### src/rtl/store_buffer.sv
// Store buffer: holds executed stores until ROB commit, drains committed
// entries to data memory in FIFO order, and flags loads hitting a buffered word.
module store_buffer #(
   parameter int STORE_BUFFER_SIZE = 4,
   parameter int IDX_W = $clog2(STORE_BUFFER_SIZE)
) (
   input  logic                         clk_i,
   input  logic                         rstn_i,
   input  logic                         alloc_valid_i,
   input  logic [31:0]                  alloc_addr_i,
   input  logic [31:0]                  alloc_data_i,
   input  logic [1:0]                   alloc_size_i,
   output logic [IDX_W-1:0]             alloc_idx_o,
   output logic                         full_o,
   output logic                         empty_o,
   input  logic                         commit_valid_i,
   input  logic                         commit_store_i,
   input  logic [IDX_W-1:0]             commit_idx_i,
   input  logic [STORE_BUFFER_SIZE-1:0] discard_i,
   output logic                         mem_req_valid_o,
   output logic [31:0]                  mem_req_addr_o,
   output logic [31:0]                  mem_req_data_o,
   output logic [1:0]                   mem_req_size_o,
   input  logic                         mem_req_ready_i,
   input  logic [31:0]                  ld_addr_i,
   output logic                         ld_conflict_o
);

   localparam int N  = STORE_BUFFER_SIZE;
   localparam int CW = IDX_W + 1;

   typedef enum logic [1:0] {
      ST_FREE = 2'd0,
      ST_PEND = 2'd1,
      ST_COMM = 2'd2
   } st_e;

   st_e         state_q [N];
   st_e         state_d [N];
   logic [31:0] addr_q  [N];
   logic [31:0] addr_d  [N];
   logic [31:0] data_q  [N];
   logic [31:0] data_d  [N];
   logic [1:0]  size_q  [N];
   logic [1:0]  size_d  [N];

   logic [IDX_W-1:0] head_q, head_d;
   logic [IDX_W-1:0] tail_q, tail_d;
   logic [CW-1:0]    count_q, count_d;

   logic alloc_ok;
   logic drain_ok;
   logic unused_ld_lsb;

   assign unused_ld_lsb = ^ld_addr_i[1:0];

   always_comb begin
      full_o          = (count_q == CW'(N));
      empty_o         = (count_q == '0);
      alloc_idx_o     = tail_q;
      mem_req_valid_o = (state_q[head_q] == ST_COMM);
      mem_req_addr_o  = '0;
      mem_req_data_o  = '0;
      mem_req_size_o  = '0;
      if (mem_req_valid_o) begin
         mem_req_addr_o = addr_q[head_q];
         mem_req_data_o = data_q[head_q];
         mem_req_size_o = size_q[head_q];
      end
      ld_conflict_o = 1'b0;
      for (int i = 0; i < N; i++) begin
         if (state_q[i] != ST_FREE &&
             addr_q[i][31:2] == ld_addr_i[31:2]) begin
            ld_conflict_o = 1'b1;
         end
      end
   end

   always_comb begin
      alloc_ok = alloc_valid_i && !full_o && (discard_i == '0);
      drain_ok = mem_req_valid_o && mem_req_ready_i;
      head_d   = head_q + IDX_W'(drain_ok);
      count_d  = '0;
      for (int i = 0; i < N; i++) begin
         state_d[i] = state_q[i];
         addr_d[i]  = addr_q[i];
         data_d[i]  = data_q[i];
         size_d[i]  = size_q[i];
         // commit takes priority over a discard of the same entry
         if (state_q[i] == ST_PEND) begin
            if (commit_valid_i && commit_store_i &&
                commit_idx_i == IDX_W'(i)) begin
               state_d[i] = ST_COMM;
            end else if (discard_i[i]) begin
               state_d[i] = ST_FREE;
            end
         end
         if (drain_ok && head_q == IDX_W'(i)) begin
            state_d[i] = ST_FREE;
         end
         if (alloc_ok && tail_q == IDX_W'(i)) begin
            state_d[i] = ST_PEND;
            addr_d[i]  = alloc_addr_i;
            data_d[i]  = alloc_data_i;
            size_d[i]  = alloc_size_i;
         end
         if (state_d[i] != ST_FREE) begin
            count_d = count_d + CW'(1);
         end
      end
      // survivors are contiguous from the head, so tail follows from count
      tail_d = head_d + count_d[IDX_W-1:0];
   end

   always_ff @(posedge clk_i or negedge rstn_i) begin
      if (!rstn_i) begin
         head_q  <= '0;
         tail_q  <= '0;
         count_q <= '0;
         for (int i = 0; i < N; i++) begin
            state_q[i] <= ST_FREE;
            addr_q[i]  <= '0;
            data_q[i]  <= '0;
            size_q[i]  <= '0;
         end
      end else begin
         head_q  <= head_d;
         tail_q  <= tail_d;
         count_q <= count_d;
         for (int i = 0; i < N; i++) begin
            state_q[i] <= state_d[i];
            addr_q[i]  <= addr_d[i];
            data_q[i]  <= data_d[i];
            size_q[i]  <= size_d[i];
         end
      end
   end

endmodule

### config.mk
export PLATFORM = sky130hd
export DESIGN_NAME = store_buffer
export DESIGN_NICKNAME = d
export VERILOG_FILES = /design/src/rtl/store_buffer.sv
export SDC_FILE = /design/constraint.sdc
export NUM_CORES = 1
export LEC_CHECK = 0
export ABC_AREA = 1
export CAP_MARGIN = 30
export CELL_PAD_IN_SITES_DETAIL_PLACEMENT = 1
export CELL_PAD_IN_SITES_GLOBAL_PLACEMENT = 1
export CORE_ASPECT_RATIO = 0.6
export CORE_MARGIN = 5
export CORE_UTILIZATION = 25
export CTS_BUF_LIST = sky130_fd_sc_hd__clkbuf_8
export DETAILED_ROUTE_END_ITERATION = 10
export PLACE_DENSITY = 0.59
export SETUP_SLACK_MARGIN = 0.4
export SYNTH_ARGS = -nofsm -noshare
export SYNTH_HDL_FRONTEND = slang
export SYNTH_SLANG_ARGS = --single-unit
### constraint.sdc
create_clock -name clk_i -period 3.3 [get_ports clk_i]
set_input_delay 0.66 -clock clk_i [delete_from_list [all_inputs] [get_ports clk_i]]
set_output_delay 0.66 -clock clk_i [all_outputs]
set_load 0.02 [all_outputs]
After elaboration in Yosys (flattened, before gate mapping)
Cells that the tools add are included.

word-level totals
  register bits = 279
  input bits = 110
  output and inout bits = 72
  logic and storage cells = 122

operators by class
  add/subtract/negate cells = 5
  order comparisons = 1
  eq/ne operators = 19
  mux-type cells = 43
  bitwise gates (word level) = 1
  reduce and logical (&&, ||, !) cells = 34

operator list
  operator               count
  $mux W32               6
  $bmux W32 S2           2
  $eq A30 B30 Y1         4
  $mux W2                25
  $logic_and A1 B1 Y1    20
  $reduce_bool A2 Y1     8
  $eq A2 B1 Y1 const B   7
  $eq A2 B2 Y1 const B   7
  $add A3 B1 Y3 const B  3
  $mux W3                3
  $bmux W2 S2            2
  $logic_not A2 Y1       3
  $mux W1                5
  $logic_not A4 Y1       1
  $eq A3 B3 Y1 const B   1
  $ge A3 B3 Y1 const B   1
  $logic_not A3 Y1       1
  $not A2 Y3             1
  $add A2 B1 Y2          1
  $add A2 B2 Y2          1
  $logic_not A1 Y1       1

Longest topological paths before layout
Gate-level depths: netlist of the first run.

  depth in word-level cells = 18
  gate-level depth with buffers = 22
  depth with buffers taken out = 21

Worst setup path before layout of the first run
OpenSTA, ideal clock, no wires.

  path type = input to register
  start = in discard_i[0]
  end = reg tail_q[1], in the netlist alloc_idx_o[1]
  library setup time = 0.117 ns
  arrival = 2.780 ns
  setup slack = 0.403 ns
  stages = 19
  cells stage by stage = nor2_1 > nand2_1 > nor2_2 > nand2_2 > nor3_2 > inv_2 > buf_6 > o21ai_2 > nor2_2 > inv_1 > ha_1 > nand3b_1 > nand2_1 > xor2_1 > ha_1 > xor2_1 > inv_1 > nand3_1 > nand2_1

RTL lines
  item                  RTL line  RTL
  from (decl)           19        input logic [STORE_BUFFER_SIZE-1:0] discard_i,
  to (signal assigned)  128       tail_q <= tail_d;
  to (decl)             48        logic [IDX_W-1:0] tail_q, tail_d;

Final worst setup path of the first run
  start = reg head_q[0]
  end = out mem_req_addr_o[23]

between the ends
  word-level cells in the longest chain between the ends = 6
  elaborated cells between the ends (all ways) = 9
  classes of those cells = 1 x eq/ne; 7 x mux; 1 x bitwise

ends and longest elaborated chain
  item                                        RTL line  RTL
  from (decl)                                 47        logic [IDX_W-1:0] head_q, head_d;
  from (signal assigned)                      117       head_q <= '0;
  from (signal assigned)                      127       head_q <= head_d;
  $not A2 Y3 (not written as such) *          61, 66
  $bmux W2 S2                                 61        mem_req_valid_o = (state_q[head_q] == ST_COMM);
  $mux W2 (not written as such) (2 in a row)  61
  $eq A2 B2 Y1                                61
  $mux W32 *                                  65        if (mem_req_valid_o) begin
  to (decl)                                   21        output logic [31:0] mem_req_addr_o,

Mark *: on every way between the ends. The rest lies on a longest branch, timed or not. The select of a mux whose other input is x is not followed.

==> impl_metrics.yaml, run 1 <==
power_and_ir_drop:
  finalPower_mw: 18.13
  ir_drop_mv: 0.3456
  powerDensity_nw_per_um2: 911.5
  cellLeakagePower_nw: 8.740
min_path:
  hold_path_class: "reg -> reg"
cts:
  clk_pin_slew_ps: 60
  insertion_delay_ps: 600
  cts_htree_levels: 2
  cts_sinks: 279
  tritoncts: "built"
  clockBufferDepth: 3
  root_buffer: "clkbuf_8"
  numCtsBuffers: 49
route:
  dr.first_iter.drc_count: 867
  vias: 13142
  routedWlPerCell_um: 21.90
  routed_via_density: 4.786
  dr.pass1.iters: 5
  drt.antenna.violating_nets: 0
  wirelength_um: 60150
  drc: 0
synth:
  syn_inst: 1655
  netlist_area_um2: 13920
  synth_most_common_cell: "nand2_1"
  synth_fp_nets: 1772
  synth-edff-count: 0
  synth.area.top_cells: "dfrtp_1 (50%), nand2_1 (13%), o21ai_1 (6.0%)"
  synth_top_area_share_pct: 50.17
  synth_area_leader_cell: "dfrtp_1"
  synth_cell_types: 41
  synth-seq-cells: 279
  async_flop_share_pct: 100.0
  synth_warnings: 0
  synth_area_per_cell_um2: 8.408
  yosysSeqAreaShare_pct: 50.17
  synth_ff_type: "dfrtp_1"
  netlist_top_cells_count: "nand2_1 (498), dfrtp_1 (279), o21ai_1 (166)"
placement:
  place_hpwl_um: 37170
  place_congestion: 0.9822
  portBuffers: 179
floorplan:
  die_height_um: 192.8
  dieArea_um2: 60640
  start_util_pct: 25.08
  ios: 182
  core_area_um2: 55500
  die_width_um: 314.6
  rows: 67
global_route:
  grt.total_usage_pct: 18.79
  grt_overflow_total: 0
  antenna_found_initial: 5
  grt_pass1_wl_um: 86620
  grt_max_degree: 134
  grt_pass1_vias: 13730
timing:
  period_minus_slack_ps: 3197
  rsz0062_at_grt: "yes"
  setup_viol_count_final: 0
  skew_ps: 35.63
  tightest_slew_ps: 923.7
  hold_violations: 0
  slew_viol_final: 0
  fin_crit_sh_pct: 96.88
  max_freq_mhz: 312.8
  relSlewSlack_pct: 38.42
final_layout:
  final_nets: 2068
  area.growth.synth_to_final_pct: 42.92
  final_core_util_pct: 35.84
  drive_above_1_share_pct: 23.67
setup_path:
  cp_max_fo: 5
  critPathCaptureType: "primary output"
  crit_required_ps: 2640
  arrival_ps: 2540
  crit_type: "reg -> out"
  startpoint_type: "flop"
run:
  max-cap-violations: 0
run_status:
  status: "complete, no violations"
==> cell families (layout without fill, tap and decap cells) <==
kind of cell,count (synthesis),in the layout,synth area share (%)
buffers and inverters,232,563,7.867
adder cells (fa/ha/maj),7,7,0.6294
XOR/XNOR,53,53,3.336
other,0,1,0
flip-flops,279,279,50.17
AND/OR/NAND/NOR,613,613,17.71
AO/OA/AOI/OAI,471,471,20.28
==> flip-flops by register name (all words and copies together), names as in the netlist <==
register	flops
size_q	8
state_q	8
alloc_idx_o	2
addr_q	128
head_q	2
data_q	128
count_q	3
==> layer usage <==
| layer | part of all wire [%] | global-route usage (%) |
|---|---|---|
| met1 | 49 | 28.26 |
| met2 | 42 | 27.28 |
| met3 | 7.7 | 5.066 |
| met4 | 1.3 | 3.121 |
| met5 | 0.033 | 0 |
==> where the power goes <==
part	leakage (nW)	total (mW)	switching (mW)	internal, mW
Sequential	3.70	6.31	1.43	4.88
Clock	0.589	3.51	1.58	1.92
Combinational	4.45	8.32	4.61	3.71
Total	8.74	18.1	7.62	10.5
==> per-stage QoR <==
stage	setup TNS, ps	hold WS [ps]	setup WS [ps]	instance area, um^2	instances
after global routing	-1.678	509.8	-1.678	19890	2746
after floorplan	0	364.4	403.1	13920	1655
after detailed placement	-3527	473.2	-289.9	17040	2595
final	0	484.5	102.8	19890	2746
after CTS	0	488.4	113.6	19180	2724
after global placement	-1508	464.5	-285.5	17040	2595
==> area by class of cell <==
type	count	area (um^2)
fillers	6442	35610
flip-flops and latches	279	6995
multi-input cells	1144	6706
repair buffers	343	3671
well taps	759	949.7
clock buffers	66	908.4
inverters	134	520.5
clock inverters	20	135.1
diodes	1	2.502
==> what timing repair did <==
action,in CTS,in global routing
gates resized for setup,472,150
hold endpoints to repair,44,0
cloned,10,6
pin swaps,16,21
hold buffers,1,0
setup endpoints to repair,70,105
buffers inserted,32,15
==> cells in the final DEF (no fill, tap or decap), types with 4 or more instances in the layout <==
cell type        netlist  final
inv_1                129    122
nand2_1              498    492
nand3_1               17     16
a22oi_2                0      9
xnor2_2                0      5
o21ai_1              166    168
o21ai_2               32     32
buf_2                 32      6
buf_16                 0     12
a31oi_4                0     35
dlygate4sd2_1          0     34
nor2_4                 3      6
xnor2_1               41     36
nor2_1                58     54
clkbuf_8               0     66
dfrtp_1              279    268
xor2_1                12      8
ha_1                   7      5
clkbuf_16              0      6
buf_6                 23     58
a22o_1                 8      8
o22ai_1               16     15
dfrtp_2                0     11
nor2_2                 5      6
clkdlybuf4s50_1        0     80
a31oi_1               66     21
a21oi_1                7      6
nand2_2                4      9
a31oi_2                0     10
buf_8                  0      4
o21ai_0               97     95
inv_2                  5     20
a22oi_1               66     57
buf_4                  3    118
nand4_1               10     10
buf_12                 0     18
a211oi_1               6      4
inv_4                  0      5
==> path summary, 6_finish.rpt <==
path | endpoint | cells past startpoint | slack [ps] | startpoint
worst min-delay path | data_q[1]$_DFFE_PN0P_ | 2 | 480 | data_q[1]$_DFFE_PN0P_
worst max register to register | alloc_idx_o[1]$_DFF_PN0_ | 21 | 250 | head_q[0]$_DFF_PN0_
max in group asynchronous | data_q[103]$_DFFE_PN0P_ | 3 | 1810 | rstn_i
worst min register to register | data_q[1]$_DFFE_PN0P_ | 2 | 480 | data_q[1]$_DFFE_PN0P_
min in group asynchronous | addr_q[39]$_DFFE_PN0P_ | 2 | 570 | rstn_i
worst max-delay path | mem_req_addr_o[23] | 11 | 100 | head_q[0]$_DFF_PN0_
==> critical path, cell delays in order, from the launching register on <==
cell and delay (ps):
dfrtp_2 450, buf_12 140, nand3_2 60, nand2_2 80, nor2_4 140, nand2_4 120
buf_4 170, buf_6 130, buf_16 150, buf_4 170, a31oi_4 170, buf_6 140
Power figures use the tool's default switching activity.
==> run 2, diff against run 1 <==
--- a/config.mk
+++ b/config.mk
@@ -10,7 +10,6 @@
 export CELL_PAD_IN_SITES_DETAIL_PLACEMENT = 1
 export CELL_PAD_IN_SITES_GLOBAL_PLACEMENT = 1
 export CORE_ASPECT_RATIO = 0.6
-export CORE_MARGIN = 5
 export CORE_UTILIZATION = 25
 export CTS_BUF_LIST = sky130_fd_sc_hd__clkbuf_8
 export DETAILED_ROUTE_END_ITERATION = 10
==> impl_metrics.yaml, run 2 (same netlist as run 1, synthesis figures left out) <==
timing:
  tightest_slew_ps: 732.3
  relSlewSlack_pct: 51.18
  period_minus_slack_ps: 3070
  setup_viol_count_final: 0
  hold_violations: 0
  slew_viol_final: 0
  fin_crit_sh_pct: 93.02
  hold_slack_ps: 0.09881
  max_freq_mhz: 325.8
  rsz0062_at_grt: "yes"
  skew_ps: 45.39
final_layout:
  n_fill_cell: 6301
  stdcell_count: 2696
  final_cell_mix: "nand2_1 (489), dfrtp_1 (273), o21ai_1 (168)"
  top_regs: "addr_q x128, data_q x128"
  area.growth.synth_to_final_pct: 36.15
  drive_above_1_share_pct: 21.84
  final_nets: 2037
  final_common_cell: "nand2_1"
cts:
  clockBufferDepth: 3
  cts_htree_levels: 2
  postCtsHoldBufs: 0
  numCtsBuffers: 48
  tritoncts: "built"
  clk_pin_slew_ps: 60
  root_buffer: "clkbuf_8"
  insertion_delay_ps: 610
  cts_sinks: 279
floorplan:
  ios: 182
  start_util_pct: 25.49
  die_width_um: 306.6
  die_height_um: 184.8
  dieArea_um2: 56640
  core_area_um2: 54580
  rows: 66
route:
  routedWlPerCell_um: 21.00
  vias: 12950
  drc: 0
  wirelength_um: 56620
  routed_via_density: 4.803
  drt.antenna.violating_nets: 0
  dr.pass1.iters: 5
  dr.first_iter.drc_count: 1000
global_route:
  grt_pass1_wl_um: 83730
  grt_overflow_total: 0
  grt_max_degree: 134
  antenna_found_initial: 5
  grt.total_usage_pct: 19.51
  grt_pass1_vias: 13420
setup_path:
  cp_slowest_stage_delay_ps: 480
  crit_type: "reg -> out"
  arrival_ps: 2410
  crit_required_ps: 2640
  cp_max_fo: 22
  path_cells: "nor2_4 > nand2_1 > nand2_1 > nor2_4 > nand2_4 > buf_16 > buf_4 > inv_1 > dlygate4sd2_1"
  startpoint_type: "flop"
  cpMaxStageDelayCell: "dfrtp_2"
  critPathCaptureType: "primary output"
power_and_ir_drop:
  finalPower_mw: 16.36
  cellLeakagePower_nw: 8.373
  powerDensity_nw_per_um2: 863.6
  ir_drop_mv: 0.4762
placement:
  portBuffers: 179
  placed_cells: 2595
  place_hpwl_um: 38120
  place_congestion: 0.9818
run:
  max-cap-violations: 0
min_path:
  hold_path_class: "in -> async"
run_status:
  status: "complete, no violations"
run 2: cell count changes in the layout (fill, tap and decap cells not counted), sizes merged, moves of 2 or more:
cell and change:
buf -29, dlygate4sd2 -14, clkbuf -10, clkdlybuf4s15 +9, dlymetal6s2s +7, clkinv +2
inv -2
run 2: through the flow:
stage	setup WS [ps]	TNS [ps]	utilization [%]	area (um^2)
2_1_floorplan	403.1	0	-	13920
3_3_place_gp	-331.6	-538.2	31.26	17060
3_5_place_dp	-359.1	-629.3	31.26	17060
4_1_cts	171.3	0	33.16	18100
5_1_grt	67.61	0	34.71	18950
6_report	230.3	0	34.71	18950
run 2: final timing paths:
kind / start / to / slack [ps] / cells after the start
worst min register to register: addr_q[65]$_DFFE_PN0P_ / addr_q[65]$_DFFE_PN0P_ / 480 / 2
max in group asynchronous: rstn_i / data_q[103]$_DFFE_PN0P_ / 2270 / 3
worst max-delay path: head_q[1]$_DFF_PN0_ / mem_req_valid_o / 230 / 9
worst max register to register: head_q[0]$_DFF_PN0_ / alloc_idx_o[1]$_DFF_PN0_ / 310 / 22
worst min-delay path: rstn_i / addr_q[5]$_DFFE_PN0P_ / 0.1 / 1
min in group clk_i: addr_q[65]$_DFFE_PN0P_ / addr_q[65]$_DFFE_PN0P_ / 480 / 2
run 2: metal layers:
metal  part of all wire (%)  GRT usage (%)  vias to the layer above
li1                       -              -                     6046
met1                     50          28.85                     6470
met2                     42          28.24                      357
met3                    7.3          5.013                       75
met4                    1.5          4.060                        2
met5                  0.023              0                        -
run 2: layout make-up:
cell class	instances	area, um^2	area share (%)
Antenna cell	2	5.005	0.02641
Clock buffer	58	798.3	4.213
Clock inverter	18	103.9	0.5481
Inverter	134	518.0	2.734
Multi-Input combinational cell	1144	6534	34.48
Sequential cell	279	6989	36.89
Tap cell	748	935.9	4.940
Timing Repair Buffer	313	3063	16.17
run 2: repair_timing:
item,in CTS,in global routing
resized for setup,416,166
endpoints found under the setup margin,69,72
setup buffers,8,9
cloned,1,5
pin swaps,17,29
run 2: report_power, final:
group | internal [mW] | switching [mW]
combinational | 2.86 | 4.03
clock | 1.65 | 1.50
sequential | 4.87 | 1.45
total | 9.38 | 6.98
run 2: critical path: cells and delay by family, from the launching register on:
family | cells | cell delay (ps)
and+or+nand+nor | 5 | 530
DFF | 1 | 480
buffers and inverters | 4 | 760
